**src/rtl/sockit_fifo.sv**
```systemverilog
// sockit_fifo: single-clock FIFO with req/grt handshake on both ports.
// Depth may be any integer >= 2. The block provides a fill-level output and a
// synchronous clear. With BYP=1, a word can pass from the input port to the
// output port in the same cycle while the FIFO is empty.
module sockit_fifo #(
   parameter int DW  = 8,
   parameter int DD  = 4,
   parameter int CW  = $clog2(DD+1),
   parameter int BYP = 0
) (
   input  logic          clk,
   input  logic          rst,
   input  logic          clr,
   input  logic [DW-1:0] bfi_dat,
   input  logic          bfi_req,
   output logic          bfi_grt,
   output logic [DW-1:0] bfo_dat,
   output logic          bfo_req,
   input  logic          bfo_grt,
   output logic [CW-1:0] cnt
);

   localparam int            AW       = $clog2(DD);
   localparam logic [AW-1:0] PTR_LAST = AW'(DD-1);
   localparam logic [CW-1:0] CNT_FULL = CW'(DD);
   localparam logic          BYP_EN   = (BYP != 0);

   logic [DW-1:0] mem_q [DD];
   logic [AW-1:0] wr_ptr_q, wr_ptr_d;
   logic [AW-1:0] rd_ptr_q, rd_ptr_d;
   logic [CW-1:0] cnt_q, cnt_d;

   logic byp_act;
   logic bfi_trn, bfo_trn;
   logic wr_en, rd_en;

   // Pointers wrap at DD-1 rather than at a power of two.
   function automatic logic [AW-1:0] next_ptr(input logic [AW-1:0] p);
      return (p == PTR_LAST) ? '0 : p + AW'(1);
   endfunction

   // Handshake outputs and the resulting store/read decisions.
   always_comb begin
      // NOTE: every signal gets a value on every path through this block, so no latches are inferred.
      byp_act = BYP_EN & (cnt_q == '0);
      bfi_grt = rst & ~clr & (cnt_q != CNT_FULL);
      if (byp_act) begin
         bfo_req = rst & ~clr & bfi_req;
         bfo_dat = bfi_dat;
      end else begin
         bfo_req = rst & ~clr & (cnt_q != '0);
         bfo_dat = mem_q[rd_ptr_q];
      end
      bfi_trn = bfi_req & bfi_grt;
      bfo_trn = bfo_req & bfo_grt;
      // A word that passes straight through is neither stored nor popped.
      wr_en   = bfi_trn & ~(byp_act & bfo_trn);
      rd_en   = bfo_trn & ~byp_act;
   end

   // Next pointer and fill-level values; clear overrides both transfers.
   always_comb begin
      wr_ptr_d = wr_ptr_q;
      rd_ptr_d = rd_ptr_q;
      cnt_d    = cnt_q;
      if (clr) begin
         wr_ptr_d = '0;
         rd_ptr_d = '0;
         cnt_d    = '0;
      end else begin
         if (wr_en) wr_ptr_d = next_ptr(wr_ptr_q);
         if (rd_en) rd_ptr_d = next_ptr(rd_ptr_q);
         case ({wr_en, rd_en})
            2'b10:   cnt_d = cnt_q + CW'(1);
            2'b01:   cnt_d = cnt_q - CW'(1);
            default: cnt_d = cnt_q;
         endcase
      end
   end

   // Pointer and fill-level registers.
   always_ff @(posedge clk or negedge rst) begin
      // NOTE: sequential state uses non-blocking assignments, so every flop samples pre-edge values.
      if (!rst) begin
         wr_ptr_q <= '0;
         rd_ptr_q <= '0;
         cnt_q    <= '0;
      end else begin
         wr_ptr_q <= wr_ptr_d;
         rd_ptr_q <= rd_ptr_d;
         cnt_q    <= cnt_d;
      end
   end

   // Storage array write port.
   always_ff @(posedge clk) begin
      // NOTE: the array has no reset; cnt gates bfo_req, so stale contents are never presented as valid.
      if (wr_en) mem_q[wr_ptr_q] <= bfi_dat;
   end

   assign cnt = cnt_q;

endmodule
```
**config.mk**
```make
export PLATFORM = sky130hd
export DESIGN_NAME = sockit_fifo
export DESIGN_NICKNAME = d
export VERILOG_FILES = /design/src/rtl/sockit_fifo.sv
export SDC_FILE = /design/constraint.sdc
export NUM_CORES = 1
export LEC_CHECK = 0
export BUFFER_PORTS_ARGS = -buffer_cell sky130_fd_sc_hd__clkbuf_2
export CORE_MARGIN = 5
export CORE_UTILIZATION = 58
export CTS_BUF_LIST = sky130_fd_sc_hd__clkbuf_2
export DETAILED_ROUTE_END_ITERATION = 8
export PLACE_DENSITY = 0.85
export SYNTH_ARGS = -nofsm -noshare
export SYNTH_HDL_FRONTEND = slang
export SYNTH_SLANG_ARGS = --single-unit
```
**constraint.sdc**
```tcl
create_clock -name clk -period 2.3 [get_ports clk]
set_input_delay 0 -clock clk [delete_from_list [all_inputs] [get_ports clk]]
set_output_delay 0 -clock clk [all_outputs]
set_load 0.005 [all_outputs]
```
==> results.py <==
metrics = {
    "cts": {
        "clkSlewWorstSetupHoldPaths_ns": 0.20,
        "cts_buffers": 5,
        "cts_sinks": 39,
        "h-tree-depth": 2,
        "cts.path.max_buffers": 2,
        "post_cts_buffers": 0,
        "cts_tree": "built",
        "clock_latency_ns": 0.39,
        "cts-root-buf": "clkbuf_2",
    },
    "detailed_routing": {
        "drc": 0,
        "via_per_inst": 5.860,
        "drtPass1Iterations": 4,
        "drt_iter0_markers": 36,
        "drt-wirelength-per-cell_um": 16.95,
        "via_count": 1008,
        "ant_nets": 0,
        "drt_wl_total_um": 2916,
    },
    "placement": {
        "placed_area_um2": 1842,
        "io_buffer_count": 25,
        "place_hpwl_um": 2003,
        "gp_congestion": 0.7130,
    },
    "timing": {
        "rsz0062_at_grt": "false",
        "worstMarginPinSlew_ns": 0.5950,
        "fin_skew_ns": 0.01179,
        "hold_slack_ns": 0.02444,
        "final_hold_viol_count": 0,
        "fin_crit_sh_pct": 95.53,
        "drv_slew": 0,
        "finalSetupViolCount": 0,
        "period_needed_ns": 2.197,
        "fmax_ghz": 0.4551,
        "max_slew_margin_pct": 60.33,
        "setup_tns_ns": 0,
    },
    "die": {
        "rows": 19,
        "initial_core_util_pct": 60.95,
        "die_h_um": 64.07,
        "dieArea_um2": 4104,
        "pin_count": 26,
        "core_um2": 2781,
        "die_width_um": 64.07,
    },
    "setup_path": {
        "worst_setup_path_end_kind": "flip-flop",
        "criticalPathCategory": "reg -> reg",
        "crit_fanout": 7,
        "cp.required_ns": 2.61,
        "start_kind": "flip-flop",
        "worstPathArrival_ns": 2.50,
    },
    "hold_path": {
        "hp-class": "in -> reg",
    },
    "cells_and_area": {
        "final_common_cell": "edfxtp_1",
        "areaGrowthSynthToFinish_pct": 17.56,
        "n_fill_cell": 176,
        "fin_area_um2": 1993,
        "drive_gt1_share_pct": 31.21,
        "antenna_cells": 0,
        "final_nets": 158,
        "final_cell_mix": "edfxtp_1 (32), clkbuf_2 (30), dlygate4sd3_1 (11)",
    },
    "logic_synthesis": {
        "ys_types": 30,
        "ys_ff_latch": 39,
        "yosysWarnings": 0,
        "avgSynthCellArea_um2": 16.95,
        "netlist_area_um2": 1695,
        "synth_nets": 118,
        "synthCells": 100,
        "synth_seq_area_share_pct": 67.01,
    },
    "power": {
        "p_leak_nw": 0.7527,
        "p_per_area_nw_per_um2": 579.4,
        "peakVddDrop_mv": 0.4686,
        "p_total_mw": 1.155,
    },
    "global_route": {
        "grt_util_all_layers_pct": 16.10,
        "grt_max_degree": 13,
        "grt_antenna_before_repair": 0,
        "grt_pass1_wl_um": 5002,
        "grt_pass1_vias": 1048,
        "gr-total-overflow": 0,
    },
    "run": {
        "cap_viol_max_count": 0,
    },
    "outcome": {
        "outcome": "completed",
    },
}
## path summary, 6_finish.rpt
check	startpoint	endpoint	slack, ns	depth (start not counted)
worst min-delay path	bfo_grt	cnt[2]	0.02	3
max in group asynchronous	rst	cnt[0]	2.11	3
min in group asynchronous	rst	rd_ptr_q[1]	0.03	3
worst max-delay path	cnt[2]	cnt[2]	0.10	6
worst max register to register	cnt[2]	cnt[2]	0.10	6
worst min register to register	wr_ptr_q[1]	wr_ptr_q[1]	0.63	2
## where the power goes
part	total, mW	switching, mW	leakage [nW]	internal, mW
Sequential	0.782	0.00777	0.384	0.774
Combinational	0.0854	0.0420	0.344	0.0434
Clock	0.288	0.220	0.0241	0.0677
## cells by family after synthesis
family | Yosys count | share of synthesized area [%]
xor gates and xnor gates | 2 | 1.033
DFF | 39 | 67.01
and+or+nand+nor | 26 | 9.226
muxes | 10 | 11.81
AOI/OAI and AO/OA | 12 | 4.871
adders and majority gates | 5 | 4.133
buffers and inverters | 6 | 1.919
## metal layers
layer | track usage (%) | up-vias | wire, µm
li1 | - | 468 | -
met1 | 19.57 | 506 | 1237
met2 | 26.63 | 25 | 1472
met3 | 4.203 | 9 | 143
met4 | 7.792 | 0 | 63
met5 | 0 | - | 0
## Yosys cell counts
| library cell | count | area [µm²] |
|---|---|---|
| dfrtp_1 | 7 | 175.2 |
| a21oi_1 | 3 | 15.01 |
| a211o_1 | 1 | 8.760 |
| edfxtp_1 | 32 | 960.9 |
| mux2i_1 | 2 | 20.02 |
| or3b_1 | 2 | 17.52 |
| a211oi_1 | 1 | 7.510 |
| ha_1 | 4 | 50.05 |
| and4b_1 | 1 | 10.01 |
| buf_2 | 2 | 10.01 |
| nand3_1 | 1 | 5.000 |
| a21oi_2 | 1 | 8.760 |
| and3_1 | 1 | 6.260 |
| xor2_1 | 2 | 17.52 |
| and2_1 | 6 | 37.54 |
| or4_1 | 1 | 7.510 |
| nand2_1 | 2 | 7.510 |
| o21ai_0 | 4 | 20.02 |
| fa_1 | 1 | 20.02 |
| o21a_1 | 1 | 7.510 |
| nor2_1 | 7 | 26.28 |
| nor2b_1 | 1 | 6.260 |
| mux4_2 | 8 | 180.2 |
| or3_1 | 2 | 12.51 |
| buf_1 | 1 | 3.750 |
| buf_6 | 1 | 11.26 |
| inv_1 | 2 | 7.510 |
| o221ai_2 | 1 | 15.01 |
| nor2b_4 | 1 | 13.76 |
| nand4_1 | 1 | 6.260 |
## critical path, stage by stage, from the launching register on
cell     delay (ns)
dfrtp_1        0.47
or3_1          0.45
nand3_1        0.18
nor2_1         0.08
fa_1           0.42
and4b_1        0.21
a211o_1        0.29
## layout make-up
class | instances | area, µm² | area share [%]
clock buffer | 5 | 25.02 | 1.255
clock inverter | 3 | 15.01 | 0.7533
inverter | 2 | 7.507 | 0.3766
multi-input combinational | 55 | 526.8 | 26.43
sequential | 39 | 1137 | 57.06
tap | 31 | 38.79 | 1.946
timing repair buffer | 37 | 242.7 | 12.18
## sequential cells by signal, summed over array words and instances (netlist names)
| register | count |
|---|---|
| wr_ptr_q | 2 |
| cnt | 3 |
| rd_ptr_q | 2 |
| mem_q | 32 |
## repair_timing
action                                  CTS  global route
resized for setup                         0             2
endpoints found under the setup margin    0             2
hold buffers                             11             0
endpoints found under the hold margin    45             0
## through the flow
stage | worst slack, ns | util (%) | std cells
6_report | 0.1028 | 71.66 | 172
5_1_grt | 0.02232 | 71.66 | 172
2_1_floorplan | 0.2518 | - | 100
3_5_place_dp | 0.07716 | 66.22 | 153
3_3_place_gp | 0.1945 | 66.22 | 153
4_1_cts | 0.06893 | 71.61 | 172
Power figures use the tool's default switching activity.
